$ cat src/rtl/shared_mem_arbiter_if.sv
// rtl/shared_mem_arbiter_if.sv - requester and SRAM pin bundle for shared_mem_arbiter
interface shared_mem_arbiter_if;
  logic        if_req;
  logic [15:0] if_addr;
  logic [15:0] if_rdata;
  logic        if_done;
  logic        if_stall;
  logic        mem_rd;
  logic        mem_wr;
  logic [15:0] mem_addr;
  logic [15:0] mem_wdata;
  logic [15:0] mem_rdata;
  logic        mem_done;
  logic        mem_stall;
  logic        ram_en_n;
  logic        ram_oe_n;
  logic        ram_we_n;
  logic [17:0] ram_addr;
  logic [15:0] ram_dout;
  logic        ram_dout_oe;
  logic [15:0] ram_din;

  modport slave (
    input  if_req, if_addr, mem_rd, mem_wr, mem_addr, mem_wdata, ram_din,
    output if_rdata, if_done, if_stall, mem_rdata, mem_done, mem_stall,
           ram_en_n, ram_oe_n, ram_we_n, ram_addr, ram_dout, ram_dout_oe
  );

  modport master (
    output if_req, if_addr, mem_rd, mem_wr, mem_addr, mem_wdata, ram_din,
    input  if_rdata, if_done, if_stall, mem_rdata, mem_done, mem_stall,
           ram_en_n, ram_oe_n, ram_we_n, ram_addr, ram_dout, ram_dout_oe
  );
endinterface

$ cat src/rtl/shared_mem_arbiter.sv
// rtl/shared_mem_arbiter.sv - IF/MEM arbiter sequencing setup/strobe/hold on one SRAM port
module shared_mem_arbiter #(
  parameter int STROBE_CYCLES = 2,
  parameter int MAX_MEM_BURST = 3
) (
  input logic                 CLK,
  input logic                 RST,
  shared_mem_arbiter_if.slave bus
);

  typedef enum logic [1:0] {IDLE, SETUP, STROBE, HOLD} state_t;

  localparam logic [3:0] STROBE_LAST = 4'(STROBE_CYCLES - 1);
  localparam logic [2:0] BURST_MAX   = 3'(MAX_MEM_BURST);

  state_t      state;
  state_t      state_nxt;
  logic [3:0]  strobe_cnt;
  logic [2:0]  burst;
  logic        g_mem;
  logic        g_we;
  logic [15:0] g_addr;
  logic [15:0] g_wdata;
  logic [15:0] if_rdata_r;
  logic [15:0] mem_rdata_r;

  logic mem_valid;
  logic arb_open;
  logic if_cand;
  logic mem_cand;
  logic grant_if;
  logic grant_mem;
  logic grant;
  logic last_strobe;

  // Arbitration: MEM first, unless IF has waited out a full MEM burst; the owner finishing in HOLD is excluded
  always_comb begin
    mem_valid   = bus.mem_rd ^ bus.mem_wr;
    arb_open    = (state == IDLE) || (state == HOLD);
    if_cand     = bus.if_req && !((state == HOLD) && !g_mem);
    mem_cand    = mem_valid && !((state == HOLD) && g_mem);
    grant_if    = arb_open && if_cand && (!mem_cand || (burst == BURST_MAX));
    grant_mem   = arb_open && mem_cand && !grant_if;
    grant       = grant_if || grant_mem;
    last_strobe = (state == STROBE) && (strobe_cnt == 4'd0);
  end

  // Access sequencer state register
  always_ff @(posedge CLK or negedge RST) begin
    if (!RST) state <= IDLE;
    else      state <= state_nxt;
  end

  // Next-state: back-to-back accesses go HOLD -> SETUP with no idle gap
  always_comb begin
    state_nxt = state;
    unique case (state)
      IDLE:    if (grant) state_nxt = SETUP;
      SETUP:   state_nxt = STROBE;
      STROBE:  if (strobe_cnt == 4'd0) state_nxt = HOLD;
      HOLD:    state_nxt = grant ? SETUP : IDLE;
      default: state_nxt = IDLE;
    endcase
  end

  // Grant latch so requester inputs may move while the access is in flight
  always_ff @(posedge CLK or negedge RST) begin
    if (!RST) begin
      g_mem   <= 1'b0;
      g_we    <= 1'b0;
      g_addr  <= 16'h0000;
      g_wdata <= 16'h0000;
    end else if (grant) begin
      g_mem   <= grant_mem;
      g_we    <= grant_mem && bus.mem_wr;
      g_addr  <= grant_mem ? bus.mem_addr : bus.if_addr;
      g_wdata <= grant_mem ? bus.mem_wdata : 16'h0000;
    end
  end

  // Strobe length down-counter, loaded while in SETUP
  always_ff @(posedge CLK or negedge RST) begin
    if (!RST)                                   strobe_cnt <= 4'd0;
    else if (state == SETUP)                    strobe_cnt <= STROBE_LAST;
    else if (state == STROBE && strobe_cnt != 0) strobe_cnt <= strobe_cnt - 4'd1;
  end

  // Consecutive MEM grants while IF is requesting; saturates rather than wrapping
  always_ff @(posedge CLK or negedge RST) begin
    if (!RST) begin
      burst <= 3'd0;
    end else if (grant_if) begin
      burst <= 3'd0;
    end else if (grant_mem) begin
      if (!bus.if_req)         burst <= 3'd0;
      else if (burst != 3'd7)  burst <= burst + 3'd1;
    end
  end

  // Read data captured on the last strobe edge, held until that requester's next read
  always_ff @(posedge CLK or negedge RST) begin
    if (!RST) begin
      if_rdata_r  <= 16'h0000;
      mem_rdata_r <= 16'h0000;
    end else if (last_strobe && !g_we) begin
      if (g_mem) mem_rdata_r <= bus.ram_din;
      else       if_rdata_r  <= bus.ram_din;
    end
  end

  // Pin and handshake decode from the registered state
  always_comb begin
    bus.ram_en_n    = (state == IDLE);
    bus.ram_oe_n    = !((state == STROBE) && !g_we);
    bus.ram_we_n    = !((state == STROBE) && g_we);
    bus.ram_dout_oe = (state != IDLE) && g_we;
    bus.ram_addr    = {2'b00, g_addr};
    bus.ram_dout    = g_wdata;
    bus.if_rdata    = if_rdata_r;
    bus.mem_rdata   = mem_rdata_r;
    bus.if_done     = (state == HOLD) && !g_mem;
    bus.mem_done    = (state == HOLD) && g_mem;
    bus.if_stall    = bus.if_req && !bus.if_done;
    bus.mem_stall   = mem_valid && !bus.mem_done;
  end

endmodule

$ cat src/flat_wrapper.sv
// flat-port wrapper written by rule: the top's interface ports become plain ports
module shared_mem_arbiter_flat 
#(
  parameter int STROBE_CYCLES = 2,
  parameter int MAX_MEM_BURST = 3
)
  (CLK, RST, bus_if_req, bus_if_addr, bus_mem_rd, bus_mem_wr, bus_mem_addr, bus_mem_wdata, bus_ram_din, bus_if_rdata, bus_if_done, bus_if_stall, bus_mem_rdata, bus_mem_done, bus_mem_stall, bus_ram_en_n, bus_ram_oe_n, bus_ram_we_n, bus_ram_addr, bus_ram_dout, bus_ram_dout_oe);
  shared_mem_arbiter_if bus_i ();
  input logic CLK;
  input logic RST;
  input wire logic [$bits(bus_i.if_req)-1:0] bus_if_req;
  input wire logic [$bits(bus_i.if_addr)-1:0] bus_if_addr;
  input wire logic [$bits(bus_i.mem_rd)-1:0] bus_mem_rd;
  input wire logic [$bits(bus_i.mem_wr)-1:0] bus_mem_wr;
  input wire logic [$bits(bus_i.mem_addr)-1:0] bus_mem_addr;
  input wire logic [$bits(bus_i.mem_wdata)-1:0] bus_mem_wdata;
  input wire logic [$bits(bus_i.ram_din)-1:0] bus_ram_din;
  output wire logic [$bits(bus_i.if_rdata)-1:0] bus_if_rdata;
  output wire logic [$bits(bus_i.if_done)-1:0] bus_if_done;
  output wire logic [$bits(bus_i.if_stall)-1:0] bus_if_stall;
  output wire logic [$bits(bus_i.mem_rdata)-1:0] bus_mem_rdata;
  output wire logic [$bits(bus_i.mem_done)-1:0] bus_mem_done;
  output wire logic [$bits(bus_i.mem_stall)-1:0] bus_mem_stall;
  output wire logic [$bits(bus_i.ram_en_n)-1:0] bus_ram_en_n;
  output wire logic [$bits(bus_i.ram_oe_n)-1:0] bus_ram_oe_n;
  output wire logic [$bits(bus_i.ram_we_n)-1:0] bus_ram_we_n;
  output wire logic [$bits(bus_i.ram_addr)-1:0] bus_ram_addr;
  output wire logic [$bits(bus_i.ram_dout)-1:0] bus_ram_dout;
  output wire logic [$bits(bus_i.ram_dout_oe)-1:0] bus_ram_dout_oe;
  assign bus_i.if_req = bus_if_req;
  assign bus_i.if_addr = bus_if_addr;
  assign bus_i.mem_rd = bus_mem_rd;
  assign bus_i.mem_wr = bus_mem_wr;
  assign bus_i.mem_addr = bus_mem_addr;
  assign bus_i.mem_wdata = bus_mem_wdata;
  assign bus_i.ram_din = bus_ram_din;
  assign bus_if_rdata = bus_i.if_rdata;
  assign bus_if_done = bus_i.if_done;
  assign bus_if_stall = bus_i.if_stall;
  assign bus_mem_rdata = bus_i.mem_rdata;
  assign bus_mem_done = bus_i.mem_done;
  assign bus_mem_stall = bus_i.mem_stall;
  assign bus_ram_en_n = bus_i.ram_en_n;
  assign bus_ram_oe_n = bus_i.ram_oe_n;
  assign bus_ram_we_n = bus_i.ram_we_n;
  assign bus_ram_addr = bus_i.ram_addr;
  assign bus_ram_dout = bus_i.ram_dout;
  assign bus_ram_dout_oe = bus_i.ram_dout_oe;
  shared_mem_arbiter #(.STROBE_CYCLES(STROBE_CYCLES), .MAX_MEM_BURST(MAX_MEM_BURST)) u_core (.CLK(CLK), .RST(RST), .bus(bus_i));
endmodule
$ cat config.mk
export PLATFORM = sky130hd
export DESIGN_NAME = shared_mem_arbiter_flat
export DESIGN_NICKNAME = d
export VERILOG_FILES = /design/src/rtl/shared_mem_arbiter_if.sv /design/src/rtl/shared_mem_arbiter.sv /design/src/flat_wrapper.sv
export SDC_FILE = /design/constraint.sdc
export NUM_CORES = 1
export LEC_CHECK = 0
export BUFFER_PORTS_ARGS = -buffer_cell sky130_fd_sc_hd__buf_2
export CORE_ASPECT_RATIO = 0.8
export CORE_UTILIZATION = 43
export CTS_CLUSTER_SIZE = 24
export DETAILED_ROUTE_END_ITERATION = 8
export PLACE_DENSITY = 0.81
export RECOVER_POWER = 50
export SKIP_CTS_REPAIR_TIMING = 1
export SYNTH_ARGS = -nofsm -noshare
export SYNTH_HDL_FRONTEND = slang
export SYNTH_SLANG_ARGS = --single-unit
export TNS_END_PERCENT = 1
$ cat constraint.sdc
create_clock -name CLK -period 2 [get_ports CLK]
set_input_delay 0.6 -clock CLK [delete_from_list [all_inputs] [get_ports CLK]]
set_output_delay 0.6 -clock CLK [all_outputs]
set_load 0.005 [all_outputs]
==> results of run 1 <==
[critical path: cells and delay by family (launching register included)]
family	cells	cell delay, ns
fa+ha+maj	1	0.20
simple gates	2	0.29
flops	1	0.45
buf+inv	1	0.13
[power by group through the flow]
stage	logic, uW	registers [uW]	clock network [uW]
finish	3150	2680	1130
floorplan	1840	2690	0
detailed placement	3140	2670	0
CTS	3130	2660	1170
global route	3510	2780	1240
global placement	3010	2640	0
[state kept, by name (all words and copies together), names as in the netlist]
signal / count
u_core.state: 2
u_core.bus.ram_dout: 16
u_core.bus.mem_rdata: 16
u_core.g_mem: 1
u_core.g_addr: 16
u_core.strobe_cnt: 4
u_core.bus.if_rdata: 16
u_core.g_we: 1
u_core.burst: 3
[kinds of logic (layout without fill, tap and decap cells)]
family,after synthesis,after routing,share of synthesized area
buffers and inverters,38,191,0.0598
multiplexers,32,32,0.119
AO/OA/AOI/OAI,66,66,0.156
other,1,2,0.00112
adder cells (fa/ha/maj),8,8,0.0299
XOR/XNOR,5,5,0.0153
AND/OR/NAND/NOR,32,32,0.0587
flip-flops,75,75,0.561
[metal layers]
metal	vias up	share of wire	track usage	routed length, um
met2	122	0.47	0.316	3470
met5	-	0	0	0
li1	1202	-	-	-
met4	0	0.0081	0.0565	60
met3	5	0.080	0.0645	596
met1	1223	0.44	0.246	3300
[worst max path at each step]
stage,startpoint,endpoint,slack (ns),depth (start not counted)
after floorplan,u_core.strobe_cnt[0]$_DFFE_PN0P_,u_core.bus.if_rdata[10]$_DFFE_PN0P_,0.05,7
after global placement,bus_mem_wr,u_core.g_addr[2]$_DFFE_PN0P_,-0.05,5
after detailed placement,bus_mem_wr,u_core.g_addr[5]$_DFFE_PN0P_,-0.18,5
after CTS,u_core.state[0]$_DFFE_PN0P_,bus_mem_stall,-0.24,4
after global routing,u_core.state[0]$_DFFE_PN0P_,bus_mem_stall,-0.09,4
final,u_core.state[0]$_DFFE_PN0P_,bus_mem_stall,-0.01,4
[placed cells by master (no fill, tap or decap), types with 3 or more instances in the layout]
master and instances:
buf_2 125, dfrtp_1 73, inv_1 24, mux2_2 20, a22o_1 17, a22oi_1 16
o21ai_0 16, clkbuf_1 14, mux2_4 10, clkbuf_8 9, nand2_1 6, ha_1 6
nor2_1 5, buf_4 5, buf_12 4, xor2_1 3, a21o_1 3, nand2b_1 3
clkinv_2 3
[per-stage QoR]
step                instances  utilization  TNS, ns  setup slack (ns)  hold slack (ns)
floorplan                 258            -        0            0.0477            0.304
global placement          499        0.562   -0.532           -0.0455            0.470
detailed placement        499        0.562    -2.10            -0.178            0.477
CTS                       515        0.588    -2.81            -0.242            0.183
global route              516        0.591   -0.470           -0.0949            0.353
finish                    516        0.591  -0.0146           -0.0113            0.319
[final cells by class]
class	count	area, um2	area share
clock buffers	9	124	0.0281
clock inverters	7	68.8	0.0156
inverters	25	93.8	0.0213
multi-input cells	145	1310	0.296
flip-flops and latches	75	1880	0.426
well taps	105	131	0.0298
repair buffers	150	808	0.183
==> metrics.txt, run 1 <==
critical path's slowest cell dfrtp_2; r2r setup slk 0.04 ns; Total Power 6950 uW; drt first pass iters 4; post-synthesis sequential area ratio 0.561; number of global-route vias before repair 2,456; crit share post-route 1.01; I/O pins 143; Max Cap Viol 0; final antenna-violating net count 0; die width 101 um; min cycle time layout 2.01 ns; # rows 28; port bufs 140; Syn. warnings 0; initial antenna violation count 0; Top FF cell, synth dfrtp_1; total grt overflow 0; critical path arrival 1.41 ns; fmax 497 MHz; Netlist cell types 45; Clock transition at path regs 0.08 ns; layout cells sized above 1 0.496; NetSw 2500 uW; Layout Area Growth over Synthesis 31.8%; Hold Fails Final Rpt 0; most frequent cell after synthesis dfrtp_1; R2R depth 5; drt drc 0; Root Buffer clkbuf_8; post-synth top area share 0.561; Iteration-0 DRC Markers 53; Syn Std Cell Area 3350 um2; post-route cell area 4410 um2; filler cell count 603; worst setup margin -0.0113 ns; VDD IR-drop max 0.906 mV; Worst Path Required 1.40 ns; Clk pwr share 0.162; worst path cell trace ha_4, and2_4, nor2_4, buf_2; R2R Path End u_core.burst[1]$_DFFE_PN0P_; Sw Share 0.359; Routed WL 7430 um; starting density of the core 0.449; largest net degree at the start of global routing 46; EDFF count, synth 0; syn avg cell area 13.0 um2; failing checks negative setup slack; insertion delay to the later sink of the worst-skew pair 0.34 ns; diode count 0; # setup viols final 2; crit path capture type output pin; Mapped Cells 257; cell taking the most area after synthesis dfrtp_1; via count of the routed design 2,552; RSZ-0062 raised after global routing true; clk_skew 0.00630 ns; Worst Setup Start Kind flop; Rel. slew slack 0.492; die area 8140 um2; GRT Total Usage 0.193; Nets 483; wire per inst 14.4 um; combinational fraction of design power 0.453; RePlAce Congestion 0.757; Num CTS Buffers 9; Sink Count 75; vias per cell 4.95; P_int 4460 uW; DP Area 4200 um2; critical path type reg -> out; HP Class in -> async; Longest Clk Path Bufs 2; sequential share of power 0.385; first-pass GRT wire length 11,900 um; Cell Pwr Density 1580 nW/um2; die height 80.9 um; DP HPWL 5460 um; flops & latches, synth 75; Critical Path Max Stage Delay 0.45 ns; synth top area cells dfrtp_1 (56%), mux2_2 (6.7%), mux2_4 (4.5%); Leak Pwr 0.00222 uW; CTS tree yes; CP Max Fanout 6; Pins Over Slew Limit 0; FFs w/ async S/R, synth 1.00; core box area 7460 um2; H-tree depth 3; Least-Margin Pin Slew 0.762 ns; FF-to-FF Start u_core.state[0]$_DFFE_PN0P_; Post-synth top cells dfrtp_1 (75), inv_1 (25), mux2_2 (20); outcome finished with violations
No activity file was read; power rests on OpenSTA's default activity.
==> inputs of run 2 (changes only) <==
--- a/config.mk
+++ b/config.mk
@@ -12,6 +12,7 @@
 export DETAILED_ROUTE_END_ITERATION = 8
 export PLACE_DENSITY = 0.81
 export RECOVER_POWER = 50
+export REMOVE_ABC_BUFFERS = 1
 export SKIP_CTS_REPAIR_TIMING = 1
 export SYNTH_ARGS = -nofsm -noshare
 export SYNTH_HDL_FRONTEND = slang
==> constraint.sdc (replaced) <==
create_clock -name CLK -period 2 [get_ports CLK]
set_input_delay 0.3 -clock CLK [delete_from_list [all_inputs] [get_ports CLK]]
set_output_delay 0.3 -clock CLK [all_outputs]
set_load 0.005 [all_outputs]
==> metrics.txt, run 2 (synthesized netlist as in run 1, its figures left out) <==
outcome completed; final antenna-violating net count 0 (unchanged); wire per inst 14.6 um (+1.1%); clk_skew 0.0118 ns (+0.00550 ns); GRT Total Usage 0.192 (-0.00124); first-pass GRT wire length 11,900 um (-0.29%); Worst Path Required 1.70 ns (+0.30 ns); worst path cell trace ha_1, and2_1, nor2_2, buf_4, buf_2; Longest Clk Path Bufs 2 (unchanged); Clock transition at path regs 0.09 ns (about the same); total grt overflow 0 (unchanged); Rel. slew slack 0.380 (-0.112); vias per cell 4.88 (-1.4%); Crit path max-delay family flip-flops; H-tree depth 3 (unchanged); critical path arrival 1.70 ns (+0.29 ns); initial antenna violation count 1 (+1); Hold Fails Final Rpt 0 (unchanged); Least-Margin Pin Slew 0.930 ns (+0.168 ns); Placed Instances 500 (+0.20%); Root Buffer clkbuf_8; CTS tree yes; critical path type reg -> out; drt drc 0 (unchanged); Layout Area Growth over Synthesis 31.9% (about the same); RePlAce Congestion 0.785 (+3.7%); Sink Count 75 (unchanged); Pins Over Slew Limit 0 (unchanged); core box area 7460 um2 (unchanged); Leak Pwr 0.00221 uW (-0.44%); number of global-route vias before repair 2,535 (+3.2%); starting density of the core 0.449 (unchanged); die area 8140 um2 (unchanged); # rows 28 (unchanged); VDD IR-drop max 0.826 mV (-8.8%); drt first pass iters 4 (unchanged); setup TNS 0 ns (+0.0146 ns); Max Cap Viol 0 (unchanged); HP Class in -> reg; commonest cells after routing, fill and taps aside buf_2 (119), dfrtp_1 (74), inv_1 (25); DP HPWL 5640 um (+3.2%); crit share post-route 0.998 (-0.00742); die height 80.9 um (unchanged); Iteration-0 DRC Markers 82 (+55%); CP bufs+invs 2 (+1); Finished Layout Cells 518 (+0.39%); layout cells sized above 1 0.462 (-0.0339); Cell Pwr Density 1600 nW/um2 (+1.4%); I/O pins 143 (unchanged); Critical Path Max Stage Delay 0.44 ns (about the same); fmax 501 MHz (+0.74%); CP Max Fanout 6 (unchanged); leading cell type in the layout, fill and taps excluded buf_2; # setup viols final 0 (-2); Nets 485 (+0.41%); largest net degree at the start of global routing 40 (-13%); Routed WL 7540 um (+1.5%); crit path capture type output pin; r2r setup slk 0.07 ns (+0.03 ns); via count of the routed design 2,526 (-1.0%); min cycle time layout 2.00 ns (-0.0148 ns); Worst Setup Start Kind flop; diode count 0 (unchanged); critical path's slowest cell dfrtp_2; insertion delay to the later sink of the worst-skew pair 0.35 ns (about the same); Num CTS Buffers 9 (unchanged); die width 101 um (unchanged); RSZ-0062 raised after global routing true; port bufs 140 (unchanged)
-- run 2: cell count changes in the layout (fill, tap and decap cells not counted), sizes merged, moves of 3 or more --
cell / before / now
inv: 25 / 28
buf: 134 / 129
clkinv: 4 / 0
clkbuf: 25 / 32
-- run 2: layer usage --
layer	GRT usage	wire length, um	up-vias
met1	0.244	3370	1234
met4	0.0391	56	2
met3	0.0749	434	10
li1	-	-	1204
met5	0	10	-
met2	0.314	3670	76
-- run 2: final cells by class --
class                           count  area (um2)
Clock buffer                       10         128
Clock inverter                      6        93.8
Fill cell                         628        3050
Inverter                           25        93.8
Multi-Input combinational cell    145        1290
Sequential cell                    75        1880
Tap cell                          105         131
Timing Repair Buffer              152         793
-- run 2: final timing paths --
path / endpoint / startpoint / cells after the start
worst min register to register: u_core.bus.mem_rdata[2]$_DFFE_PN0P_ / u_core.bus.mem_rdata[2]$_DFFE_PN0P_ / 1
worst min-delay path: u_core.bus.ram_dout[15]$_DFFE_PN0P_ / bus_mem_wdata[15] / 2
worst max register to register: u_core.bus.mem_rdata[6]$_DFFE_PN0P_ / u_core.strobe_cnt[0]$_DFFE_PN0P_ / 7
worst max-delay path: bus_mem_stall / u_core.state[0]$_DFFE_PN0P_ / 5
max in group asynchronous: u_core.state[0]$_DFFE_PN0P_ / RST / 3
min in group asynchronous: u_core.g_addr[12]$_DFFE_PN0P_ / RST / 2
-- run 2: power by group --
part | internal, uW | switching (uW)
Combinational | 1560 | 1500
Sequential | 2260 | 431
Clock | 716 | 588
-- run 2: stage by stage --
stage | area (um2) | hold WS [ns] | utilization | total power [uW] | setup WS, ns
2_1_floorplan | 3240 | 0.00441 | - | 4400 | -0.203
3_3_place_gp | 4190 | 0.299 | 0.562 | 5640 | 0.00974
3_5_place_dp | 4190 | 0.303 | 0.562 | 5780 | -0.0565
4_1_cts | 4410 | -0.0739 | 0.591 | 7110 | -0.0733
5_1_grt | 4410 | 0.134 | 0.591 | 7570 | -0.0952
6_report | 4410 | 0.162 | 0.591 | 7050 | 0.00356
-- run 2: worst register-to-register path, stage by stage, from the launching register on --
cell     delay (ns)
dfrtp_1        0.38
inv_1          0.09
ha_1           0.17
or3b_4         0.42
buf_4          0.16
nor2_4         0.13
nand2_8        0.12
mux2_1         0.34
